==> src/rtl/flag_branch_unit.sv <==
// flag_branch_unit: holds the architectural NZCV flags and resolves the
// B.cond, CBZ and CBNZ instructions in ID. Flags from a flag-setting
// instruction in EX are forwarded, so SUBS followed directly by B.cond
// resolves without a stall. Branch outcomes are registered for fetch.
// Optional branch statistics counters: define FLAG_BR_STATS_EN.
module flag_branch_unit #(
  parameter int STAT_W = 32
) (
  input  logic              clk,
  input  logic              reset,
  input  logic              stall,
  input  logic              flush,
  input  logic              ex_valid,
  input  logic              ex_set_flags,
  input  logic              alu_neg,
  input  logic              alu_zero,
  input  logic              alu_carry,
  input  logic              alu_ovf,
  input  logic              id_valid,
  input  logic              id_br_cond,
  input  logic              id_cbz,
  input  logic              id_cbnz,
  input  logic [3:0]        id_cond,
  input  logic              id_reg_zero,
  output logic [3:0]        flags,
  output logic              br_taken,
  output logic              br_resolved,
  output logic [STAT_W-1:0] stat_branches,
  output logic [STAT_W-1:0] stat_taken
);

  logic [3:0] aluFlags;
  logic [3:0] effFlags;
  logic       exFwd;
  logic       flagWrite;
  logic       flagN, flagZ, flagC, flagV;
  logic       condPass;
  logic       condTrue;
  logic       eval;

  assign aluFlags  = {alu_neg, alu_zero, alu_carry, alu_ovf};
  // Forwarding ignores stall; only the decision is held back by stall.
  assign exFwd     = ex_valid & ex_set_flags & ~flush;
  assign flagWrite = exFwd & ~stall;
  assign effFlags  = exFwd ? aluFlags : flags;
  assign {flagN, flagZ, flagC, flagV} = effFlags;
  assign eval = id_valid & (id_br_cond | id_cbz | id_cbnz) & ~stall & ~flush;

  // Evaluate the ARM condition code against the effective flags.
  always_comb begin
    condPass = 1'b0;
    case (id_cond)
      4'h0: condPass = flagZ;
      4'h1: condPass = ~flagZ;
      4'h2: condPass = flagC;
      4'h3: condPass = ~flagC;
      4'h4: condPass = flagN;
      4'h5: condPass = ~flagN;
      4'h6: condPass = flagV;
      4'h7: condPass = ~flagV;
      4'h8: condPass = flagC & ~flagZ;
      4'h9: condPass = ~flagC | flagZ;
      4'hA: condPass = (flagN == flagV);
      4'hB: condPass = (flagN != flagV);
      4'hC: condPass = ~flagZ & (flagN == flagV);
      4'hD: condPass = flagZ | (flagN != flagV);
      default: condPass = 1'b1;
    endcase
  end

  // Branch type priority: CBZ, then CBNZ, then B.cond.
  always_comb begin
    condTrue = 1'b0;
    if (id_cbz)
      condTrue = id_reg_zero;
    else if (id_cbnz)
      condTrue = ~id_reg_zero;
    else if (id_br_cond)
      condTrue = condPass;
  end

  // Flag register and registered branch decision.
  always_ff @(posedge clk) begin
    if (!reset) begin
      flags       <= 4'b0000;
      br_taken    <= 1'b0;
      br_resolved <= 1'b0;
    end else begin
      if (flagWrite)
        flags <= aluFlags;
      br_resolved <= eval;
      br_taken    <= eval & condTrue;
    end
  end

`ifdef FLAG_BR_STATS_EN
  // Resolved and taken branch counters; wrap naturally at 2^STAT_W.
  always_ff @(posedge clk) begin
    if (!reset) begin
      stat_branches <= '0;
      stat_taken    <= '0;
    end else begin
      if (eval)
        stat_branches <= stat_branches + 1'b1;
      if (eval & condTrue)
        stat_taken <= stat_taken + 1'b1;
    end
  end
`else
  assign stat_branches = '0;
  assign stat_taken    = '0;
`endif

endmodule

==> config.mk <==
export PLATFORM = sky130hd
export DESIGN_NAME = flag_branch_unit
export DESIGN_NICKNAME = d
export VERILOG_FILES = /design/src/rtl/flag_branch_unit.sv
export SDC_FILE = /design/constraint.sdc
export NUM_CORES = 1
export LEC_CHECK = 0
export ABC_AREA = 1
export BUFFER_PORTS_ARGS = -buffer_cell sky130_fd_sc_hd__buf_2
export CORE_MARGIN = 2
export CORE_UTILIZATION = 39
export DETAILED_ROUTE_END_ITERATION = 10
export PLACE_DENSITY = 0.88
export SYNTH_ARGS = -nofsm -noshare
export SYNTH_HDL_FRONTEND = slang
export SYNTH_SLANG_ARGS = --single-unit
==> constraint.sdc <==
create_clock -name clk -period 1.7 [get_ports clk]
set_input_delay 0.51 -clock clk [delete_from_list [all_inputs] [get_ports clk]]
set_output_delay 0.51 -clock clk [all_outputs]
set_load 0.05 [all_outputs]
# Word-level counts from Yosys, hierarchy flattened
# Index checks and enable logic that the tools add are counted.
[word_totals] reg_bits=6 input_bits=19 out_inout_bits=70
[classes] n_eq_ne=15 muxes=5 n_bitwise=20 reduce_logical=1
[ops] cell="$eq A4 B4 Y1 const B" n=6
[ops] cell="$eq A4 B3 Y1 const B" n=4
[ops] cell="$pmux W1 S14" n=1
[ops] cell="$and A1 B1 Y1" n=9
[ops] cell="$eq A4 B2 Y1 const B" n=2
[ops] cell="$not A1 Y1" n=7
[ops] cell="$eq A4 B1 Y1 const B" n=1
[ops] cell="$logic_not A4 Y1" n=1
[ops] cell="$mux W4" n=1
[ops] cell="$or A1 B1 Y1" n=4
[ops] cell="$mux W1" n=3
[ops] cell="$eq A1 B1 Y1" n=1
[ops] cell="$ne A1 B1 Y1" n=1

# Depth between registers and ports, before layout
[depth] depth_word=10 ltp_mapped=12 depth_no_buf=12

# Least setup slack after synthesis
# OpenSTA, ideal clock, no wires.
[synth_path] path_type="flip-flop to flip-flop" start="register flags[0]" end="register br_taken" arrival_time_ns=1.365 required_ns=1.581 path_slack_ns=0.216 path_stages_with_launch=12 synth_period_minus_slack_ns=1.484 path_cell_list="dfxtp_1 -> inv_1 -> nand2_1 -> nand2_2 -> nand2_2 -> nand2_1 -> nand2_1 -> nand2_1 -> inv_1 -> nand3_1 -> o21ai_1 -> a21oi_1"
[synth_between] elab_chain_cells=8 word_cells_on_any_way=11 classes_between="eq/ne: 2; mux: 5; bitwise: 4"
[synth_lines] item="start, declared" line="25" text="output logic [3:0] flags,"
[synth_lines] item="start signal, assigned" line="90" text="flags <= aluFlags;"
[synth_lines] item="$mux W4 (*)" line="45" text="assign effFlags = exFwd ? aluFlags : flags;"
[synth_lines] item="$ne A1 B1 Y1 or $eq A1 B1 Y1 (tied branches)"
[synth_lines] item="$or A1 B1 Y1 or $and A1 B1 Y1 (tied branches)" line="66, 65"
[synth_lines] item="$pmux W1 S14 (*)" line="52" text="case (id_cond)"
[synth_lines] item="$mux W1 (*)" line="78" text="else if (id_br_cond)"
[synth_lines] item="$mux W1 (*)" line="76" text="else if (id_cbnz)"
[synth_lines] item="$mux W1 (*)" line="74" text="if (id_cbz)"
[synth_lines] item="$and A1 B1 Y1 (*)" line="92" text="br_taken <= eval & condTrue;"
[synth_lines] item="end signal, assigned" line="92"
[synth_lines] item="end, declared" line="26" text="output logic br_taken,"
# Every way passes the cells marked *; elsewhere a longest branch is shown, timed or not.
# A chain may end at the register's enable or synchronous reset.

# Worst setup path after layout
[layout_path] start="input port flush" end="register br_taken"
[layout_between] elab_chain_cells=10 word_cells_on_any_way=19 classes_between="eq/ne: 2; mux: 5; bitwise: 12"
[layout_lines] item="start, declared" line="12" text="input logic flush,"
[layout_lines] item="$not A1 Y1 (*)" line="43, 47"
[layout_lines] item="$and A1 B1 Y1" line="43" text="assign exFwd = ex_valid & ex_set_flags & ~flush;"
[layout_lines] item="$mux W4" line="45"
[layout_lines] item="$ne A1 B1 Y1, or another cell as far along" line="64, 66"
[layout_lines] item="$or A1 B1 Y1, or another cell as far along" line="66" text="4'hD: condPass = flagZ | (flagN != flagV);"
[layout_lines] item="$pmux W1 S14" line="52"
[layout_lines] item="$mux W1" line="78"
[layout_lines] item="$mux W1" line="76"
[layout_lines] item="$mux W1" line="74"
[layout_lines] item="$and A1 B1 Y1 (*)" line="92"
# Marks and branches as above.

==> flow_metrics.env <==
export IMPL_finalSetupViolations=0
export IMPL_die_h_um=55.8
export IMPL_crit_fanout=6
export IMPL_htreeDepth=1
export IMPL_first_global_vias=635
export IMPL_synth_seq_cells=6
export IMPL_num_antenna_cells=0
export IMPL_grt_remaining_overflow=0
export IMPL_yosysWarnings=0
export IMPL_postRouteAntennaNets=0
export IMPL_dpl_cell_count=217
export IMPL_grt_antenna_before_repair=0
export IMPL_cts_tree="done"
export IMPL_synth_flop_cell="dfxtp_1"
export IMPL_drc=0
export IMPL_rows=18
export IMPL_r2r_slack_ps=470
export IMPL_hold_class="register to register"
export IMPL_cp_end_kind="register"
export IMPL_critical_path_class="primary input to register"
export IMPL_ys_types=18
export IMPL_dr_pass1_iters=4
export IMPL_design_area_um2=982
export IMPL_layout_cells_non_filler=220
export IMPL_worst_ep_required_time_ps=1830
export IMPL_max_freq_mhz=687
export IMPL_finalCritPeriodShare=0.856
export IMPL_place_congestion=0.863
export IMPL_cts_root_buf="clkbuf_4"
export IMPL_cts_buffer_depth=2
export IMPL_synthesis_area_um2=1050
export IMPL_first_iter_violations=14
export IMPL_drv_slew=0
export IMPL_finClkSkew_ps=1.63
export IMPL_grt_use_total=0.104
export IMPL_start_kind="primary input"
export IMPL_syn_to_final_growth_pct=-6.10
export IMPL_tns_ps=0
export IMPL_fp_dieW_um=55.8
export IMPL_core_um2=2500
export IMPL_cts_buffers=3
export IMPL_route_vias_total=866
export IMPL_clock_sinks=6
export IMPL_dpl_instance_area_um2=960
export IMPL_grt_max_degree=9
export IMPL_postCtsResizedCells=0
export IMPL_register_area_um2=120
export IMPL_vdd_ir_drop_max_mv=0.351
export IMPL_leakage_nw=0.631
export IMPL_port_buffers=24
export IMPL_ioPinCount=89
export IMPL_synth_commonest_cells="buf_4, nand2_1, inv_1"
export IMPL_drt_total_wl_mm=1.81
export IMPL_synth_top_cell_area_share=0.459
export IMPL_synth_largest_area_cell="buf_4"
export IMPL_nets=211
export IMPL_fin_util=0.393
export IMPL_drv_cap=0
export IMPL_p_total_mw=0.717
export IMPL_finalHoldViolCount=0
export IMPL_grt_pass1_wl_mm=2.66
export IMPL_vias_per_cell=3.94
export IMPL_synth_edff_count=0
export IMPL_dp_hpwl_mm=1.60
export IMPL_syn_avg_cell_area_um2=6.38
export IMPL_die_area_um2=3110
export IMPL_synth_area_leaders="buf_4, dfxtp_1, nand2_1"
export IMPL_rsz0062_at_grt="false"
export IMPL_postCtsSetupBuffers=0
export IMPL_fin_crit_ps=1450
export IMPL_power_density_nw_per_um2=730
export IMPL_outcome="finished clean"
export IMPL_yosysSeqAreaShare=0.115
export IMPL_nFillCells=273
export IMPL_clkTransAtPathRegs_ps=40
export IMPL_critical_path_arrival_ps=1580
export IMPL_drive_above_1_share=0.200
export IMPL_multi_input_area_um2=607
export IMPL_synthArstFlopShare=0
export IMPL_start_util=0.418
export IMPL_clkLatencyLatePin_ps=240
export IMPL_hold_buffers=0
export IMPL_yosys_cell_count_top_type="buf_4"
export IMPL_wire_per_inst_um=8.24
export IMPL_synth_cells=164
==> sequential cells by signal (all words and copies together) (netlist names) <==
name / cells
br_resolved: 1
br_taken: 1
flags: 4
==> through the flow <==
stage	hold slack, ps	worst slack (ps)
final	475	245
after global placement	470	36.7
after global routing	503	64.5
after detailed placement	469	-2.60
after CTS	478	251
after floorplan	648	216
==> placed cells by master, fill, tap and decap left out, types with 4 or more instances in the layout <==
cell,n
o21ai_0,5
nand3_1,10
buf_2,24
a21oi_1,7
dfxtp_1,6
inv_1,19
nand2_2,6
nor3_1,4
conb_1,64
nand4_1,4
nand2_1,28
==> path summary, 6_finish.rpt <==
kind / startpoint / to / cells after the start
max reg2reg: flags[3] / br_taken / 11
min: flags[1] / flags[1] / 2
max: flush / br_taken / 13
min reg2reg: flags[1] / flags[1] / 2
==> layer usage <==
layer / global-route usage / wire, µm / vias up
li1: - / - / 439
met3: 0.0256 / 164 / 0
met4: 0.0418 / 0 / 0
met2: 0.179 / 905 / 47
met1: 0.123 / 743 / 380
met5: 0 / 0 / -
==> power breakdown <==
part	internal (mW)	switching (mW)	total [mW]
sequential	0.146	0.00216	0.148
clock	0.0798	0.0506	0.130
combinational	0.0456	0.393	0.439
==> worst max-delay path: stages <==
cell	delay [ps]
buf_2	120
inv_2	80
nand3_2	120
nand2_1	100
nand2_1	60
nand2_2	100
nand2_1	60
nand2_1	60
nand2_1	50
inv_1	50
nand3_1	70
o21ai_1	140
a21oi_1	70
==> kinds of logic after synthesis <==
logic type | share of synthesized area
other cells | 0.00359
buf+inv | 0.531
compound gates | 0.0765
simple gates | 0.274
flops | 0.115
==> cell type report <==
cell class                 count  share of cell area
tap                           30              0.0382
clock buffer                   3              0.0229
multi-input combinational    137               0.618
timing repair buffer          24               0.122
sequential                     6               0.122
inverter                      20              0.0764
Power figures use the tool's default switching activity.
